## src/rtl/mod_in_pwm_meas_if.sv

```systemverilog
// Signal bundle between the mod_in pad / CPU status side and the PWM measurement block.
// Handshake: update_pulse_o is a one-cycle strobe with no back-pressure. In the cycle it is 1,
// period_count_o, duty_count_o, meas_valid_o, freq_err_o and static_level_o already carry the
// freshly written values, and they hold until the next strobe or until the block is cleared.
// mod_in_i and enable_i are plain level inputs.
interface mod_in_pwm_meas_if #(
   parameter int CNT_W = 21
);
   logic             mod_in_i;
   logic             enable_i;
   logic [CNT_W-1:0] period_count_o;
   logic [CNT_W-1:0] duty_count_o;
   logic             meas_valid_o;
   logic             update_pulse_o;
   logic             static_level_o;
   logic             freq_err_o;
   logic [1:0]       fsm_state_o;

   modport master (
      output mod_in_i, enable_i,
      input  period_count_o, duty_count_o, meas_valid_o, update_pulse_o,
             static_level_o, freq_err_o, fsm_state_o
   );

   modport slave (
      input  mod_in_i, enable_i,
      output period_count_o, duty_count_o, meas_valid_o, update_pulse_o,
             static_level_o, freq_err_o, fsm_state_o
   );
endinterface

```

## src/rtl/mod_in_pwm_meas.sv

```systemverilog
// Period / high-time measurement of the asynchronous mod_in pin.
// Front end: synchroniser chain plus a consecutive-sample glitch filter.
// Back end: IDLE / WAIT_RISE / MEASURE state machine measuring rise-to-rise period and high
// time in clock cycles, flagging a static input (no rise within TIMEOUT cycles) and periods
// shorter than MIN_PERIOD. fsm_state_o exposes the state encoding for debug.
module mod_in_pwm_meas #(
   parameter int CNT_W       = 21,
   parameter int SYNC_STAGES = 2,
   parameter int GLITCH_FILT = 2,
   parameter int TIMEOUT     = 1280000,
   parameter int MIN_PERIOD  = 1280
) (
   input  logic             clk64_i,
   input  logic             rstn_i,
   mod_in_pwm_meas_if.slave bus
);

   localparam int               FC_W      = (GLITCH_FILT > 1) ? $clog2(GLITCH_FILT) : 1;
   localparam logic [FC_W-1:0]  FC_LAST   = FC_W'(GLITCH_FILT - 1);
   localparam logic [CNT_W-1:0] CNT_MAX   = {CNT_W{1'b1}};
   localparam logic [CNT_W-1:0] TIMEOUT_C = CNT_W'(TIMEOUT);
   localparam logic [CNT_W-1:0] MIN_C     = CNT_W'(MIN_PERIOD);
   localparam logic [CNT_W-1:0] ONE_C     = CNT_W'(1);

   typedef enum logic [1:0] {
      ST_IDLE      = 2'd0,
      ST_WAIT_RISE = 2'd1,
      ST_MEASURE   = 2'd2
   } state_t;

   logic [SYNC_STAGES-1:0] sync_q;
   logic                   flt_q;
   logic                   flt_prev_q;
   logic [FC_W-1:0]        fc_q;
   logic                   s_w;
   logic                   rise_w;

   state_t                 state_q, state_d;
   logic [CNT_W-1:0]       run_q, run_d;
   logic [CNT_W-1:0]       hi_q, hi_d;
   logic [CNT_W-1:0]       per_q, per_d;
   logic [CNT_W-1:0]       duty_q, duty_d;
   logic                   valid_q, valid_d;
   logic                   upd_q, upd_d;
   logic                   stat_q, stat_d;
   logic                   ferr_q, ferr_d;

   function automatic logic [CNT_W-1:0] sat_inc(input logic [CNT_W-1:0] x);
      return (x == CNT_MAX) ? x : x + ONE_C;
   endfunction

   assign s_w    = sync_q[SYNC_STAGES-1];
   assign rise_w = flt_q & ~flt_prev_q;

   // Synchroniser chain for the asynchronous pin.
   always_ff @(posedge clk64_i or negedge rstn_i) begin
      if (!rstn_i) sync_q <= '0;
      else         sync_q <= {sync_q[SYNC_STAGES-2:0], bus.mod_in_i};
   end

   // Glitch filter: adopt the synced level after GLITCH_FILT consecutive differing samples.
   always_ff @(posedge clk64_i or negedge rstn_i) begin
      if (!rstn_i) begin
         flt_q <= 1'b0;
         fc_q  <= '0;
      end else if (s_w != flt_q) begin
         if (fc_q == FC_LAST) begin
            flt_q <= s_w;
            fc_q  <= '0;
         end else begin
            fc_q <= fc_q + FC_W'(1);
         end
      end else begin
         fc_q <= '0;
      end
   end

   // Previous filtered level for the one-cycle rise strobe.
   always_ff @(posedge clk64_i or negedge rstn_i) begin
      if (!rstn_i) flt_prev_q <= 1'b0;
      else         flt_prev_q <= flt_q;
   end

   // State, counters and registered outputs.
   always_ff @(posedge clk64_i or negedge rstn_i) begin
      if (!rstn_i) begin
         state_q <= ST_IDLE;
         run_q   <= '0;
         hi_q    <= '0;
         per_q   <= '0;
         duty_q  <= '0;
         valid_q <= 1'b0;
         upd_q   <= 1'b0;
         stat_q  <= 1'b0;
         ferr_q  <= 1'b0;
      end else begin
         state_q <= state_d;
         run_q   <= run_d;
         hi_q    <= hi_d;
         per_q   <= per_d;
         duty_q  <= duty_d;
         valid_q <= valid_d;
         upd_q   <= upd_d;
         stat_q  <= stat_d;
         ferr_q  <= ferr_d;
      end
   end

   // Next state, counter updates and measurement results; enable low overrides everything.
   always_comb begin
      state_d = state_q;
      run_d   = run_q;
      hi_d    = hi_q;
      per_d   = per_q;
      duty_d  = duty_q;
      valid_d = valid_q;
      stat_d  = stat_q;
      ferr_d  = ferr_q;
      upd_d   = 1'b0;
      if (!bus.enable_i) begin
         state_d = ST_IDLE;
         run_d   = '0;
         hi_d    = '0;
         per_d   = '0;
         duty_d  = '0;
         valid_d = 1'b0;
         stat_d  = 1'b0;
         ferr_d  = 1'b0;
      end else begin
         case (state_q)
            ST_IDLE: begin
               state_d = ST_WAIT_RISE;
               run_d   = '0;
               hi_d    = '0;
            end
            ST_WAIT_RISE: begin
               if (rise_w) begin
                  // First rise only opens a period; nothing to report yet.
                  run_d   = ONE_C;
                  hi_d    = ONE_C;
                  state_d = ST_MEASURE;
               end else if (run_q == TIMEOUT_C) begin
                  per_d   = '0;
                  duty_d  = '0;
                  valid_d = 1'b0;
                  ferr_d  = 1'b0;
                  stat_d  = flt_q;
                  upd_d   = 1'b1;
                  run_d   = '0;
               end else begin
                  run_d = sat_inc(run_q);
               end
            end
            ST_MEASURE: begin
               if (rise_w) begin
                  // run_q / hi_q still hold the completed period and its high time.
                  upd_d = 1'b1;
                  if (run_q >= MIN_C) begin
                     per_d   = run_q;
                     duty_d  = hi_q;
                     valid_d = 1'b1;
                     ferr_d  = 1'b0;
                     stat_d  = 1'b0;
                  end else begin
                     valid_d = 1'b0;
                     ferr_d  = 1'b1;
                  end
                  run_d = ONE_C;
                  hi_d  = ONE_C;
               end else if (run_q == TIMEOUT_C) begin
                  per_d   = '0;
                  duty_d  = '0;
                  valid_d = 1'b0;
                  ferr_d  = 1'b0;
                  stat_d  = flt_q;
                  upd_d   = 1'b1;
                  run_d   = '0;
                  hi_d    = '0;
                  state_d = ST_WAIT_RISE;
               end else begin
                  run_d = sat_inc(run_q);
                  if (flt_q) hi_d = sat_inc(hi_q);
               end
            end
            default: begin
               state_d = ST_IDLE;
            end
         endcase
      end
   end

   assign bus.period_count_o = per_q;
   assign bus.duty_count_o   = duty_q;
   assign bus.meas_valid_o   = valid_q;
   assign bus.update_pulse_o = upd_q;
   assign bus.static_level_o = stat_q;
   assign bus.freq_err_o     = ferr_q;
   assign bus.fsm_state_o    = state_q;

endmodule

```

## src/flat_wrapper.sv

```systemverilog
// flat-port wrapper written by rule: the top's interface ports become plain ports
module mod_in_pwm_meas_flat 
#(
   parameter int CNT_W       = 21,
   parameter int SYNC_STAGES = 2,
   parameter int GLITCH_FILT = 2,
   parameter int TIMEOUT     = 1280000,
   parameter int MIN_PERIOD  = 1280
)
  (clk64_i, rstn_i, bus_mod_in_i, bus_enable_i, bus_period_count_o, bus_duty_count_o, bus_meas_valid_o, bus_update_pulse_o, bus_static_level_o, bus_freq_err_o, bus_fsm_state_o);
  mod_in_pwm_meas_if #(.CNT_W(CNT_W)) bus_i ();
  input  logic clk64_i;
  input  logic rstn_i;
  input wire logic [$bits(bus_i.mod_in_i)-1:0] bus_mod_in_i;
  input wire logic [$bits(bus_i.enable_i)-1:0] bus_enable_i;
  output wire logic [$bits(bus_i.period_count_o)-1:0] bus_period_count_o;
  output wire logic [$bits(bus_i.duty_count_o)-1:0] bus_duty_count_o;
  output wire logic [$bits(bus_i.meas_valid_o)-1:0] bus_meas_valid_o;
  output wire logic [$bits(bus_i.update_pulse_o)-1:0] bus_update_pulse_o;
  output wire logic [$bits(bus_i.static_level_o)-1:0] bus_static_level_o;
  output wire logic [$bits(bus_i.freq_err_o)-1:0] bus_freq_err_o;
  output wire logic [$bits(bus_i.fsm_state_o)-1:0] bus_fsm_state_o;
  assign bus_i.mod_in_i = bus_mod_in_i;
  assign bus_i.enable_i = bus_enable_i;
  assign bus_period_count_o = bus_i.period_count_o;
  assign bus_duty_count_o = bus_i.duty_count_o;
  assign bus_meas_valid_o = bus_i.meas_valid_o;
  assign bus_update_pulse_o = bus_i.update_pulse_o;
  assign bus_static_level_o = bus_i.static_level_o;
  assign bus_freq_err_o = bus_i.freq_err_o;
  assign bus_fsm_state_o = bus_i.fsm_state_o;
  mod_in_pwm_meas #(.CNT_W(CNT_W), .SYNC_STAGES(SYNC_STAGES), .GLITCH_FILT(GLITCH_FILT), .TIMEOUT(TIMEOUT), .MIN_PERIOD(MIN_PERIOD)) u_core (.clk64_i(clk64_i), .rstn_i(rstn_i), .bus(bus_i));
endmodule
```

## config.mk

```make
export PLATFORM = sky130hd
export DESIGN_NAME = mod_in_pwm_meas_flat
export DESIGN_NICKNAME = d
export VERILOG_FILES = /design/src/rtl/mod_in_pwm_meas_if.sv /design/src/rtl/mod_in_pwm_meas.sv /design/src/flat_wrapper.sv
export SDC_FILE = /design/constraint.sdc
export NUM_CORES = 1
export LEC_CHECK = 0
export CAP_MARGIN = 20
export CORE_ASPECT_RATIO = 1.4
export CORE_MARGIN = 5
export CORE_UTILIZATION = 24
export CTS_BUF_LIST = sky130_fd_sc_hd__clkbuf_8
export CTS_CLUSTER_SIZE = 24
export DETAILED_ROUTE_END_ITERATION = 16
export SLEW_MARGIN = 20
export SYNTH_ARGS = -nofsm -noshare
export SYNTH_HDL_FRONTEND = slang
export SYNTH_SLANG_ARGS = --single-unit
export TNS_END_PERCENT = 100
```

## constraint.sdc

```tcl
create_clock -name clk64_i -period 2 [get_ports clk64_i]
set_input_delay 0.4 -clock clk64_i [delete_from_list [all_inputs] [get_ports clk64_i]]
set_output_delay 0.4 -clock clk64_i [all_outputs]
set_load 0.1 [all_outputs]
```

==> results.sh, run 1 <==
export IMPL_outcome="complete, but fails checks"
export IMPL_violations="setup timing"
export IMPL_power_clock_fraction_pct=23.4
export IMPL_min_period_ns=2.30
export IMPL_route_detailed_wl_per_inst_um=16.8
export IMPL_worst_endpoint_required_ns=2.28
export IMPL_worst_path_dominant_cell_family="simple AND/OR/NAND/NOR gates"
export IMPL_final_setup_skew_ns=0.0171
export IMPL_io_buffer_count=51
export IMPL_i_o_pin_cnt=52
export IMPL_globalRoute_totalOverflow=0
export IMPL_pwr_share_seq_pct=38.5
export IMPL_critical_path_startpoint_type="flop"
export IMPL_maximum_number_of_pins_on_one_net_before_global_route_repair=61
export IMPL_htree_levels=3
export IMPL_power_density_mw_per_mm2=787
export IMPL_totalWireLength_um=14400
export IMPL_critical_path_class="reg -> reg"
export IMPL_clock_insertion_delay_at_the_later_pin_of_the_skew_report_ns=0.39
export IMPL_setup_viol=88
export IMPL_power_leakage_nw=3.11
export IMPL_worst_hold_path_type="reg -> reg"
export IMPL_post_route_period_util_pct=115
export IMPL_syn_num_nets=476
export IMPL_hold_ws_ns=0.354
export IMPL_postRouteAntennaNets=0
export IMPL_dominantRegCellSynth="sky130_fd_sc_hd__dfrtp_1"
export IMPL_fmax_mhz=434
export IMPL_globalplace_congestion=0.898
export IMPL_antenna_found_initial=0
export IMPL_finalMaxSlewViolations=0
export IMPL_mostFrequentLayoutCells="sky130_fd_sc_hd__buf_4 (131), sky130_fd_sc_hd__dfrtp_1 (92), sky130_fd_sc_hd__a22o_1 (45), sky130_fd_sc_hd__nand2_1 (39), sky130_fd_sc_hd__nor2_1 (25)"
export IMPL_dieWidth_um=128
export IMPL_clk_path_buf_depth=2
export IMPL_final_net_count=618
export IMPL_synth_edff_count=0
export IMPL_final_seq_area_mm2=0.00239
export IMPL_drive_gt1_share_pct=40.7
export IMPL_final_hold_violation_count=0
export IMPL_grt_pass1_vias=4243
export IMPL_die_height_um=176
export IMPL_yosysWarningCount=0
export IMPL_cell_internal_pwr_mw=3.56
export IMPL_avgViaCountPerCell=4.91
export IMPL_pwr_total_mw=5.42
export IMPL_hpwlAfterDp_um=10100
export IMPL_antenna_cells=0
export IMPL_layout_setup_ws_ns=-0.303
export IMPL_n_fill_cell=1912
export IMPL_synth_area_top_cells="sky130_fd_sc_hd__dfrtp_1 (51%), sky130_fd_sc_hd__a22o_1 (8.4%), sky130_fd_sc_hd__nand2_1 (3.3%), sky130_fd_sc_hd__nor2_1 (3.2%), sky130_fd_sc_hd__o31ai_1 (2.2%)"
export IMPL_power_switching_mw=1.86
export IMPL_drt_drc_violations_left=0
export IMPL_global_route_wire_length_before_repair_um=21600
export IMPL_placeableCoreArea_mm2=0.0193
export IMPL_pwr_share_comb_pct=38.1
export IMPL_synth_cell_types=60
export IMPL_ys_seq_elements=95
export IMPL_mappedNetlistArea_mm2=0.00470
export IMPL_first_pass_iters=5
export IMPL_timing_max_slew_rel_slack_pct=60.8
export IMPL_start_util_pct=24.4
export IMPL_worst_slew_pin_slew_ns=0.587
export IMPL_crit_path_cell_trace="inv_2 > ha_4 > nor4b_4 > buf_4 > nand4b_4 > nor2_4 > a32oi_1 > and3_4 > clkbuf_16 > a22o_1"
export IMPL_worstPathArrival_ns=2.58
export IMPL_worstPathMaxFanout=8
export IMPL_clock_sinks=95
export IMPL_cp_num_buf_inv=3
export IMPL_grt_setup_unrepaired="true"
export IMPL_average_size_of_a_mapped_cell_um2=10.1
export IMPL_synth_top_area_cell="sky130_fd_sc_hd__dfrtp_1"
export IMPL_cp_slowest_stage_delay_ns=0.45
export IMPL_area_growth_syn_to_layout_pct=46.4
export IMPL_clock_tree_from_tritoncts="done"
export IMPL_numCtsBuffers=9
export IMPL_switching_share_pct=34.3
export IMPL_placement_rows=60
export IMPL_critical_path_slowest_cell="sky130_fd_sc_hd__dfrtp_2"
export IMPL_detailroute_via_count=4212
export IMPL_multi_input_comb_area_mm2=0.00250
export IMPL_fp_dieArea_mm2=0.0225
export IMPL_detailedRoute_firstIterationViolations=266
export IMPL_critPathCaptureType="flop"
export IMPL_mostFrequentLayoutCell="sky130_fd_sc_hd__buf_4"
export IMPL_clockRootBuffer="sky130_fd_sc_hd__clkbuf_8"
export IMPL_synth_top_area_share_pct=50.5
export IMPL_ir_drop_mv=0.376
export IMPL_seq_area_frac_synth_pct=50.5
export IMPL_number_of_cells_produced_by_synthesis=465
export IMPL_path_clk_slew_ns=0.09
export IMPL_async_reset_ff_share_pct=100
export IMPL_grt_usage_pct=12.0
export IMPL_maxCapViolations=0
==> registers in the layout, summed over array words and instances, names as in the netlist <==
signal	count
u_core.bus.duty_count_o	21
u_core.bus.period_count_o	21
u_core.hi_q	21
u_core.run_q	21
u_core.bus.fsm_state_o	2
u_core.sync_q	2
u_core.bus.freq_err_o	1
u_core.bus.meas_valid_o	1
u_core.bus.static_level_o	1
u_core.bus.update_pulse_o	1
u_core.fc_q	1
u_core.flt_prev_q	1
u_core.flt_q	1
==> stage by stage <==
stage,setup slack [ns],setup TNS [ns],area [um2],instances,util (%)
global route,-0.367,-27.64,6890,858,35.7
finish,-0.303,-20.15,6890,858,35.7
global placement,-0.230,-15.00,6150,830,31.9
detailed placement,-0.270,-17.63,6150,830,31.9
floorplan,-0.109,-2.19,4870,465,-
CTS,-0.181,-9.73,6430,848,33.3
==> layer usage <==
metal	up-vias	global-route usage, %	part of all wire, %
met5	-	0	0
met3	31	2.37	3.7
met2	97	21.8	54
met1	2095	13.5	39
met4	0	5.04	2.7
li1	1989	-	-
==> final timing paths <==
check	start	end	slack [ns]	cells after the start
setup reg to reg	u_core.run_q[0]	u_core.bus.period_count_o[3]	-0.30	10
max in group asynchronous	rstn_i	u_core.bus.fsm_state_o[0]	1.01	3
hold reg to reg	u_core.sync_q[0]	u_core.sync_q[1]	0.35	0
min in group asynchronous	rstn_i	u_core.bus.duty_count_o[15]	0.36	2
setup / recovery	u_core.run_q[0]	u_core.bus.period_count_o[3]	-0.30	10
hold / removal	u_core.sync_q[0]	u_core.sync_q[1]	0.35	0
==> cell type report <==
| type | count | area share (%) |
|---|---|---|
| inverter | 9 | 0.563 |
| clock buffer | 10 | 2.00 |
| multi-input combinational | 329 | 36.3 |
| tap | 248 | 4.51 |
| sequential | 95 | 34.6 |
| clock inverter | 4 | 0.690 |
| timing repair buffer | 163 | 21.3 |
==> cell usage after synthesis, drive strengths merged, types with 8 or more instances <==
| master | instances |
|---|---|
| o31ai | 14 |
| xor2 | 8 |
| nand3 | 18 |
| dfrtp | 95 |
| o21ai | 31 |
| a22o | 45 |
| nand4 | 12 |
| a21oi | 11 |
| buf | 19 |
| and2 | 8 |
| clkbuf | 13 |
| nand2 | 42 |
| and3 | 13 |
| inv | 9 |
| nor4 | 8 |
| nor3 | 11 |
| nor2 | 41 |
==> power by group through the flow <==
stage	Sequential (mW)	Combinational [mW]	Clock, mW
finish	2.09	2.07	1.27
global route	2.10	2.21	1.37
CTS	2.09	1.61	1.29
detailed placement	2.12	1.58	0
global placement	2.12	1.56	0
floorplan	2.27	0.830	0
==> cell families after synthesis <==
logic type      Yosys count  share of synthesized area [%]
flops                    95                           50.5
fa+ha+maj                 7                           1.86
xor+xnor                 12                           2.23
buf+inv                  41                           4.63
simple gates            183                           21.1
mux                       2                          0.452
compound gates          125                           19.1
==> timing repair <==
action	4_1_cts	5_1_grt
endpoints found under the setup margin	88	90
hold buffers	1	0
gates cloned	0	5
gates resized for setup	14	75
buffers inserted	3	8
endpoints found under the hold margin	4	0
pin swaps	7	68
Power figures use the tool's default switching activity.
==> run 2: changes to the inputs <==
--- a/config.mk
+++ b/config.mk
@@ -6,14 +6,17 @@
 export NUM_CORES = 1
 export LEC_CHECK = 0
 export CAP_MARGIN = 20
+export CELL_PAD_IN_SITES_DETAIL_PLACEMENT = 1
+export CELL_PAD_IN_SITES_GLOBAL_PLACEMENT = 1
 export CORE_ASPECT_RATIO = 1.4
 export CORE_MARGIN = 5
 export CORE_UTILIZATION = 24
 export CTS_BUF_LIST = sky130_fd_sc_hd__clkbuf_8
 export CTS_CLUSTER_SIZE = 24
 export DETAILED_ROUTE_END_ITERATION = 16
+export PLACE_DENSITY_LB_ADDON = 0.1
 export SLEW_MARGIN = 20
 export SYNTH_ARGS = -nofsm -noshare
 export SYNTH_HDL_FRONTEND = slang
 export SYNTH_SLANG_ARGS = --single-unit
-export TNS_END_PERCENT = 100
+export TNS_END_PERCENT = 30
==> run 2 against run 1 <==
Effect of this change:
- the flow still finishes with violations (setup timing)
- via count up 1.8%
- global-route usage increased by 2.8 points
- clock power hardly changed
- non-clock buffer count increased by 6
- maximum frequency is 12% higher
- clock-buffer cell count down 1
- sequential share of layout area up 0.59 points
- largest cell class is now flip-flops and latches
- register-to-register slack improved by 0.24 ns
- sequential power hardly changed
- cell area is 1.7% lower
- routed wire length rose by 15%
==> results.sh, run 2 (synthesis gave the netlist of run 1 again) <==
export IMPL_outcome="complete, but fails checks"
export IMPL_violations="setup timing"
export IMPL_final_net_count=624
export IMPL_global_route_wire_length_before_repair_um=26400
export IMPL_setup_viol=46
export IMPL_timing_reg2reg_worst_path_depth=9
export IMPL_final_hold_violation_count=0
export IMPL_io_buffer_count=51
export IMPL_final_seq_area_mm2=0.00238
export IMPL_grt_met2_usage_pct=28.2
export IMPL_path_clk_slew_ns=0.11
export IMPL_pwr_total_mw=5.27
export IMPL_numCtsBuffers=9
export IMPL_globalRoute_totalOverflow=0
export IMPL_first_pass_iters=6
export IMPL_clk_path_buf_depth=2
export IMPL_grt_use_met1_pct=16.7
export IMPL_worstHoldStart="u_core.sync_q[0]"
export IMPL_multi_input_comb_area_mm2=0.00236
export IMPL_n_fill_cell=2143
export IMPL_finish_utilization_pct=35.1
export IMPL_die_height_um=176
export IMPL_i_o_pin_cnt=52
export IMPL_mostFrequentLayoutCell="sky130_fd_sc_hd__buf_4"
export IMPL_min_period_ns=2.06
export IMPL_grt_setup_unrepaired="true"
export IMPL_grt_busiest_layer="met2"
export IMPL_power_density_mw_per_mm2=778
export IMPL_maximum_number_of_pins_on_one_net_before_global_route_repair=60
export IMPL_fp_dieArea_mm2=0.0225
export IMPL_timing_max_slew_rel_slack_pct=75.9
export IMPL_power_leakage_nw=3.12
export IMPL_dieWidth_um=128
export IMPL_htree_levels=3
export IMPL_critPathCaptureType="flop"
export IMPL_route_detailed_wl_per_inst_um=19.1
export IMPL_fmax_mhz=484
export IMPL_detailroute_via_count=4286
export IMPL_totalWireLength_um=16600
export IMPL_mostFrequentLayoutCells="sky130_fd_sc_hd__buf_4 (143), sky130_fd_sc_hd__dfrtp_1 (93), sky130_fd_sc_hd__a22o_1 (45), sky130_fd_sc_hd__nand2_1 (38), sky130_fd_sc_hd__nor2_1 (37)"
export IMPL_crit_reg2reg_launch="u_core.run_q[0]"
export IMPL_critical_path_class="reg -> reg"
export IMPL_avgViaCountPerCell=4.95
export IMPL_worst_endpoint_required_ns=2.28
export IMPL_post_route_period_util_pct=103
export IMPL_globalplace_congestion=0.833
export IMPL_detailedRoute_firstIterationViolations=138
export IMPL_worst_slew_pin_slew_ns=0.359
export IMPL_rr_endpoint="u_core.bus.period_count_o[5]"
export IMPL_ff2ff_setup_slack_ns=-0.06
export IMPL_worstPathArrival_ns=2.34
export IMPL_antenna_cells=0
export IMPL_final_setup_skew_ns=0.0182
export IMPL_placeableCoreArea_mm2=0.0193
export IMPL_area_growth_syn_to_layout_pct=43.9
export IMPL_hold_depth=0
export IMPL_maxCapViolations=0
export IMPL_detailedPlace_worstSlack_ns=-0.349
export IMPL_grt_met3_usage_pct=2.10
export IMPL_worstPathMaxFanout=15
export IMPL_hpwlAfterDp_um=11900
export IMPL_start_util_pct=24.4
export IMPL_clock_sinks=95
export IMPL_drt_drc_violations_left=0
export IMPL_layout_setup_ws_ns=-0.0649
export IMPL_drive_gt1_share_pct=37.2
export IMPL_clock_insertion_delay_at_the_later_pin_of_the_skew_report_ns=0.39
export IMPL_hold_path_end="u_core.sync_q[1]"
export IMPL_grt_pass1_vias=4780
export IMPL_finalMaxSlewViolations=0
export IMPL_critical_path_startpoint_type="flop"
export IMPL_worst_hold_path_type="reg -> reg"
export IMPL_grt_usage_pct=14.9
export IMPL_ir_drop_mv=0.328
export IMPL_placement_rows=60
export IMPL_antenna_found_initial=0
export IMPL_clockRootBuffer="sky130_fd_sc_hd__clkbuf_8"
export IMPL_clock_tree_from_tritoncts="done"
export IMPL_postRouteAntennaNets=0
run 2: cell types whose count changed in the layout (fill, tap and decap cells not counted), sizes merged:
cell    change
bufinv      -1
clkbuf      -2
buf         +7
inv         +4
run 2: repair_timing:
action,4_1_cts,5_1_grt
hold buffers,1,0
gates cloned,0,3
pin swaps,7,27
setup buffers,2,5
resized for setup,25,19
endpoints found under the setup margin,84,86
endpoints found under the hold margin,6,0
run 2: area by class of cell:
class | instances | area share, %
timing repair buffer | 169 | 22.2
sequential | 95 | 35.2
tap | 248 | 4.58
multi-input combinational | 329 | 34.8
clock buffer | 9 | 1.83
inverter | 9 | 0.610
clock inverter | 7 | 0.740
run 2: per-stage QoR:
step                      cells  setup TNS (ns)  cell area [um2]  hold WS, ns
after floorplan             465           -3.23             4850        0.104
final                       866           -1.30             6770        0.360
after CTS                   859          -0.828             6600        0.364
after global placement      840          -10.99             6270        0.248
after global routing        866           -9.96             6770        0.381
after detailed placement    840          -12.65             6270        0.246
run 2: power by group:
| part | internal (mW) | switching [mW] |
|---|---|---|
| Combinational | 0.890 | 1.05 |
| Clock | 0.458 | 0.785 |
| Sequential | 2.00 | 0.0811 |
run 2: routing by layer:
metal,vias up,routed length [um]
met4,0,365
li1,2001,-
met1,2213,6450
met2,50,9380
met5,-,0
met3,22,380
run 2: critical path: stages, from the launching register on:
cell	delay (ns)
sky130_fd_sc_hd__dfrtp_1	0.40
sky130_fd_sc_hd__inv_1	0.06
sky130_fd_sc_hd__ha_1	0.14
sky130_fd_sc_hd__nor4b_4	0.29
sky130_fd_sc_hd__nand3_2	0.17
sky130_fd_sc_hd__nor3_2	0.14
sky130_fd_sc_hd__nand3_1	0.09
sky130_fd_sc_hd__and3_4	0.23
sky130_fd_sc_hd__clkbuf_16	0.19
sky130_fd_sc_hd__a22o_1	0.23
run 2: how the worst max path moves through the flow:
stage                                    startpoint                            end  slack, ns  cells past startpoint
final                               u_core.run_q[0]   u_core.bus.period_count_o[5]      -0.06                      9
after global routing                u_core.run_q[0]               u_core.run_q[16]      -0.17                     10
after CTS                          u_core.run_q[20]  u_core.bus.period_count_o[11]      -0.04                      8
after detailed placement               bus_enable_i                u_core.run_q[7]      -0.35                      7
after global placement                 bus_enable_i                u_core.run_q[7]      -0.27                      7
after floorplan           u_core.bus.fsm_state_o[1]                 u_core.hi_q[5]      -0.11                     10
